<file path="src/rtl/ysyx_23060286_core_seq.sv">
// Multi-cycle control sequencer for the NPC core: IDLE/FETCH/DEC/EXE/MEM/WB/HALT with handshake watchdog.
// Optional NPC_PERF_CNT_EN adds 64-bit cycle and retired-instruction counters.
module ysyx_23060286_core_seq #(
    parameter int TIMEOUT = 256,
    parameter int CNT_W   = 8
) (
    input  logic        clk,
    input  logic        rst,
    input  logic        start,
    input  logic        ifu_rvalid,
    input  logic [6:0]  op,
    input  logic        is_ebreak,
    input  logic        regwrite_dec,
    input  logic        lsu_done,
    output logic        ifu_req,
    output logic        ir_we,
    output logic        lsu_req,
    output logic        lsu_we,
    output logic        pc_we,
    output logic        rf_we,
    output logic        halt,
`ifdef NPC_PERF_CNT_EN
    output logic [63:0] perf_cycles,
    output logic [63:0] perf_instret,
`endif
    output logic [1:0]  halt_code
);

    localparam logic [6:0] OP_LUI    = 7'b0110111;
    localparam logic [6:0] OP_AUIPC  = 7'b0010111;
    localparam logic [6:0] OP_JAL    = 7'b1101111;
    localparam logic [6:0] OP_JALR   = 7'b1100111;
    localparam logic [6:0] OP_BRANCH = 7'b1100011;
    localparam logic [6:0] OP_LOAD   = 7'b0000011;
    localparam logic [6:0] OP_OPIMM  = 7'b0010011;
    localparam logic [6:0] OP_STORE  = 7'b0100011;
    localparam logic [6:0] OP_OP     = 7'b0110011;
    localparam logic [6:0] OP_FENCE  = 7'b0001111;
    localparam logic [6:0] OP_SYSTEM = 7'b1110011;

    typedef enum logic [2:0] {
        S_IDLE  = 3'd0,
        S_FETCH = 3'd1,
        S_DEC   = 3'd2,
        S_EXE   = 3'd3,
        S_MEM   = 3'd4,
        S_WB    = 3'd5,
        S_HALT  = 3'd6
    } state_t;

    state_t             r_state;
    state_t             w_state_nxt;
    logic [1:0]         r_halt_code;
    logic [1:0]         w_code_nxt;
    logic [CNT_W-1:0]   r_wdog;
    logic               w_expired;
    logic               r_ifu_req;
    logic               r_lsu_req;
    logic               r_pc_we;
    logic               r_halt;

    function automatic logic legal_op(input logic [6:0] opc);
        case (opc)
            OP_LUI, OP_AUIPC, OP_JAL, OP_JALR, OP_BRANCH, OP_LOAD,
            OP_OPIMM, OP_STORE, OP_OP, OP_FENCE, OP_SYSTEM: legal_op = 1'b1;
            default:                                          legal_op = 1'b0;
        endcase
    endfunction

    assign w_expired = (r_wdog == CNT_W'(TIMEOUT - 1));

    // Next-state and halt-code selection; handshakes take priority over watchdog expiry.
    always_comb begin
        w_state_nxt = r_state;
        w_code_nxt  = r_halt_code;
        case (r_state)
            S_IDLE: begin
                if (start) w_state_nxt = S_FETCH;
                else       w_state_nxt = S_IDLE;
            end
            S_FETCH: begin
                if (ifu_rvalid) begin
                    w_state_nxt = S_DEC;
                end else if (w_expired) begin
                    w_state_nxt = S_HALT;
                    w_code_nxt  = 2'b11;
                end else begin
                    w_state_nxt = S_FETCH;
                end
            end
            S_DEC: begin
                if (is_ebreak) begin
                    w_state_nxt = S_HALT;
                    w_code_nxt  = 2'b01;
                end else if (!legal_op(op)) begin
                    w_state_nxt = S_HALT;
                    w_code_nxt  = 2'b10;
                end else begin
                    w_state_nxt = S_EXE;
                end
            end
            S_EXE: begin
                if (op == OP_LOAD || op == OP_STORE) w_state_nxt = S_MEM;
                else                                 w_state_nxt = S_WB;
            end
            S_MEM: begin
                if (lsu_done) begin
                    w_state_nxt = S_WB;
                end else if (w_expired) begin
                    w_state_nxt = S_HALT;
                    w_code_nxt  = 2'b11;
                end else begin
                    w_state_nxt = S_MEM;
                end
            end
            S_WB:    w_state_nxt = S_FETCH;
            S_HALT:  w_state_nxt = S_HALT;
            default: w_state_nxt = S_IDLE;
        endcase
    end

    // State register, watchdog and Moore outputs registered from the next state.
    always_ff @(posedge clk or posedge rst) begin
        if (rst) begin
            r_state     <= S_IDLE;
            r_halt_code <= 2'b00;
            r_wdog      <= '0;
            r_ifu_req   <= 1'b0;
            r_lsu_req   <= 1'b0;
            r_pc_we     <= 1'b0;
            r_halt      <= 1'b0;
        end else begin
            r_state     <= w_state_nxt;
            r_halt_code <= w_code_nxt;
            if (w_state_nxt != r_state) begin
                r_wdog <= '0;
            end else if (r_state == S_FETCH || r_state == S_MEM) begin
                r_wdog <= r_wdog + CNT_W'(1);
            end else begin
                r_wdog <= r_wdog;
            end
            r_ifu_req <= (w_state_nxt == S_FETCH);
            r_lsu_req <= (w_state_nxt == S_MEM);
            r_pc_we   <= (w_state_nxt == S_WB);
            r_halt    <= (w_state_nxt == S_HALT);
        end
    end

`ifdef NPC_PERF_CNT_EN
    logic [63:0] r_perf_cycles;
    logic [63:0] r_perf_instret;

    // Performance counters; both hold still in IDLE and HALT.
    always_ff @(posedge clk or posedge rst) begin
        if (rst) begin
            r_perf_cycles  <= 64'd0;
            r_perf_instret <= 64'd0;
        end else begin
            if (r_state != S_IDLE && r_state != S_HALT) r_perf_cycles <= r_perf_cycles + 64'd1;
            else                                        r_perf_cycles <= r_perf_cycles;
            if (r_pc_we) r_perf_instret <= r_perf_instret + 64'd1;
            else         r_perf_instret <= r_perf_instret;
        end
    end

    assign perf_cycles  = r_perf_cycles;
    assign perf_instret = r_perf_instret;
`endif

    assign ifu_req   = r_ifu_req;
    assign ir_we     = (r_state == S_FETCH) & ifu_rvalid;
    assign lsu_req   = r_lsu_req;
    assign lsu_we    = r_lsu_req & (op == OP_STORE);
    assign pc_we     = r_pc_we;
    assign rf_we     = r_pc_we & regwrite_dec;
    assign halt      = r_halt;
    assign halt_code = r_halt_code;

endmodule

</file>
<file path="config.mk">
export PLATFORM = sky130hd
export DESIGN_NAME = ysyx_23060286_core_seq
export DESIGN_NICKNAME = d
export VERILOG_FILES = /design/src/rtl/ysyx_23060286_core_seq.sv
export SDC_FILE = /design/constraint.sdc
export NUM_CORES = 1
export LEC_CHECK = 0
export CAP_MARGIN = 20
export CORE_MARGIN = 4
export CORE_UTILIZATION = 50
export CTS_CLUSTER_DIAMETER = 150
export CTS_CLUSTER_SIZE = 25
export DETAILED_ROUTE_END_ITERATION = 10
export PLACE_DENSITY = 0.78
export REMOVE_ABC_BUFFERS = 1
export SLEW_MARGIN = 20
export SYNTH_ARGS = -nofsm -noshare
export SYNTH_HDL_FRONTEND = slang
export SYNTH_SLANG_ARGS = --single-unit
</file>
<file path="constraint.sdc">
create_clock -name clk -period 2 [get_ports clk]
set_input_delay 0.5 -clock clk [delete_from_list [all_inputs] [get_ports clk]]
set_output_delay 0.5 -clock clk [all_outputs]
set_load 0.005 [all_outputs]
</file>
==> results of run 1 <==
-- area by class of cell --
type | instances | area (um^2) | area share
inverters | 6 | 22.5 | 0.0143
clock buffers | 3 | 22.5 | 0.0143
clock inverters | 1 | 5.00 | 0.00317
multi-input cells | 91 | 707 | 0.448
well taps | 28 | 35.0 | 0.0222
repair buffers | 41 | 360 | 0.228
flip-flops and latches | 17 | 427 | 0.270
-- metrics by stage --
stage | cell area (um^2) | hold WS [ps] | util | power, W
after floorplan | 1130 | 426 | - | 0.00111
after global placement | 1530 | 471 | 0.691 | 0.00157
after detailed placement | 1530 | 483 | 0.691 | 0.00160
after CTS | 1570 | 511 | 0.708 | 0.00179
after global routing | 1580 | 547 | 0.714 | 0.00193
final | 1580 | 510 | 0.714 | 0.00182
-- routing by layer --
metal,wire length (um),part of all wire
met1,1190,0.41
met2,1460,0.50
met3,174,0.059
met4,102,0.035
met5,0,0
-- cells by family (layout without fill, tap and decap cells) --
| logic type | count (synthesis) | in the layout | share of synthesized area |
|---|---|---|---|
| buffers and inverters | 10 | 51 | 0.0413 |
| AO/OA/AOI/OAI | 19 | 19 | 0.160 |
| multiplexers | 1 | 1 | 0.00978 |
| flip-flops | 17 | 17 | 0.370 |
| adder cells (fa/ha/maj) | 1 | 1 | 0.0109 |
| AND/OR/NAND/NOR | 61 | 61 | 0.340 |
| XOR/XNOR | 9 | 9 | 0.0685 |
-- state kept, by name, summed over array words and instances, names as in the netlist --
name	count
r_state	3
pc_we	1
ifu_req	1
lsu_req	1
r_wdog	8
halt	1
halt_code	2
-- Yosys cell counts (2+ instances only) --
library cell and number:
a21oi_4 2, and3_1 3, and3b_1 2, buf_2 2, buf_4 2, dfrtp_1 17, inv_1 6, nand2_1 13
nand2b_1 5, nand3_1 3, nand3b_1 2, nor2_1 6, nor2b_1 2, nor3_1 5, nor3_2 8, nor3b_1 2
nor4b_1 2, o21ai_0 4, xnor2_1 4, xor2_1 5
-- worst reg2reg max path, delay by kind of cell (launching register included) --
kind | cells | cell delay, ps
buffers and inverters | 2 | 320
and+or+nand+nor | 1 | 180
DFF | 1 | 490
AOI/OAI and AO/OA | 4 | 780
-- power by group through the flow --
stage          Clock [W]  Combinational, W  Sequential (W)
3_5_place_dp           0           0.00110        0.000505
3_3_place_gp           0           0.00107        0.000499
2_1_floorplan          0          0.000550        0.000556
5_1_grt         0.000212           0.00120        0.000516
4_1_cts         0.000196           0.00110        0.000499
6_report        0.000194           0.00112        0.000503
-- how the worst max path moves through the flow --
stage,from,endpoint,slack (ps),cells past startpoint
2_1_floorplan,r_state[0]$_DFF_PP0_,r_wdog[0]$_DFFE_PP0P_,230,5
3_3_place_gp,op[3],lsu_we,-500,5
3_5_place_dp,op[3],lsu_we,-570,5
4_1_cts,op[3],lsu_we,7,5
5_1_grt,ifu_rvalid,ir_we,-8,4
6_report,ifu_rvalid,ir_we,40,4
-- timing repair --
item                                    in CTS  in global routing
gates cloned                                 0                  0
endpoints found under the setup margin      11                  3
pin swaps                                    9                  2
setup buffers                                1                  0
gates resized for setup                     16                  3
==> results by group, run 1 <==
Drt
  • DR vias: approximately 1,100
  • Routed Antenna Nets: 0
  • WL per Instance: 15.7 um
  • TritonRoute pass-1 iters: 4
  • Via-per-instance ratio: 5.84
  • DRT iter0 DRCs: 40
  • Post-Route WL: 2930 um
  • Residual DRC: 0

Floorplanning
  • CORE AREA: ~2200 um^2
  • Rows: 17
  • # IOs: 23
  • Initial Util: 0.520
  • Die H: 56.0 um
  • Die W: 56.0 um
  • Die area: 3130 um^2

Critical path
  • CP max FO: 2
  • Worst reg2reg endpoint: r_wdog[2]$_DFFE_PP0P_
  • Required @ worst endpoint: 1500 ps
  • Setup Crit Path Kind: input port to output pin
  • Worst r2r src: r_state[0]$_DFF_PP0_
  • Family with the most delay on the worst path: buffers and inverters
  • Slowest-stage cell, CP: clkdlybuf4s50_1
  • Buf/Inv on CP: 3
  • CP Cell Sequence: clkdlybuf4s50_1 -> inv_1 -> nor3_2 -> clkdlybuf4s15_1
  • R2R depth: 7
  • Startpoint types: input port
  • CP peak stage delay: 500 ps
  • Crit. End Element: output pin
  • Reg2reg setup slack: 150 ps
  • CP arrival: 1460 ps

CTS
  • Worst-Skew Late Latency: approximately 300 ps
  • Bufs on Longest Clock Path: 2
  • Root Buffer: clkbuf_4
  • CTS Sinks: 17
  • CTS Buf Count: 3
  • H-tree Lvls: 1
  • Clk slew on worst S/H paths: 110 ps
  • # hold bufs at CTS: 0
  • TritonCTS clock tree: done

Synthesis
  • EDFF count, synth: 0
  • Yosys top cell area share: 0.370
  • Post-Syn Instances: roughly 120
  • Asr flop ratio synth: 1.00
  • Yosys cell types: 43
  • Seq/Total Area, Yosys: 0.370
  • Leading area contributor after synthesis: dfrtp_1
  • Ys Warns: 0
  • Synthesized flop and latch total: 17
  • Ys flop type: dfrtp_1
  • Syn Area/Cell: 9.76 um^2
  • Synthesized cell area: 1150 um^2
  • Top post-synthesis cells by area: dfrtp_1 (37%), nor3_2 (7.0%), nand2_1 (4.2%), xor2_1 (3.8%), xnor2_1 (3.0%)

Hold path
  • Hold path startpoint: halt_code[0]$_DFFE_PP0P_
  • Worst Hold End: halt_code[0]$_DFFE_PP0P_
  • Min-delay worst type: register to register
  • Hold Crit Depth: 1

Global routing
  • M1 GR Usage: 0.243
  • Total GRT Usage: 0.199
  • Largest net degree at the start of global routing: 18
  • Gr busiest metal: met2
  • Antenna violations before repair: 0
  • Met2 usage: 0.332
  • Number of global-route vias before repair: approximately 1,100
  • Total global routing overflow: 0
  • First-pass GRT wire length: 4900 um
  • Met3 Use GR: 0.0302

Pwr
  • P_sw: 0.000773 W
  • Worst-case vdd ir drop: 1.11 mV
  • Switch share: 0.424
  • Sequential power share: 0.276
  • Int Pwr: 0.00105 W
  • Comb pwr share: 0.617
  • P_leak: 0.693 nW
  • Pwr Density: 1150 nW/um^2
  • Clk pwr share: 0.106

STA
  • Period Utilization, post-route: 0.981
  • Slew Limit Fails: 0
  • Rel. slew slack: 0.574
  • Min Tclk post-route: 1960 ps
  • Clk_skew: between 3 and 4 ps
  • Worst Tran Pin Value: roughly 640 ps
  • Setup-failing EPs final: 0
  • Fin worst setup slack: 37.2 ps
  • Highest clock rate: roughly 0.5 GHz
  • Setup_tns: 0 ps
  • Fin. Hold Viols: 0

Final layout
  • Most frequent cells in the layout: buf_4 (18), dfrtp_1 (16), nand2_1 (13)
  • Final std cells w/o fill: 187
  • Nets: 175
  • P&R area growth vs syn: 37.2%
  • N_diodes: 0
  • # fillers: 177
  • Commonest non-fill, non-tap cell in the layout: buf_4
  • Share of layout cells above drive strength 1: 0.302

Placement
  • Port Buffer Count: 22
  • GP Congestion: 0.898
  • Setup slack at placement: -568 ps
  • Placed Cells: roughly 180
  • Dpl hpwl: 2220 um

Outcome
  • Outcome: finished clean

Job
  • Total of max-cap violations: 0
No activity file was read; power rests on OpenSTA's default activity.
==> inputs of run 2 (changes only) <==
Settings changed: CTS_CLUSTER_DIAMETER 150 to 120, GPL_ROUTABILITY_DRIVEN set to 0.
==> results of run 2 <==
The final DEF is identical to that of run 1; final timing and power are the same.
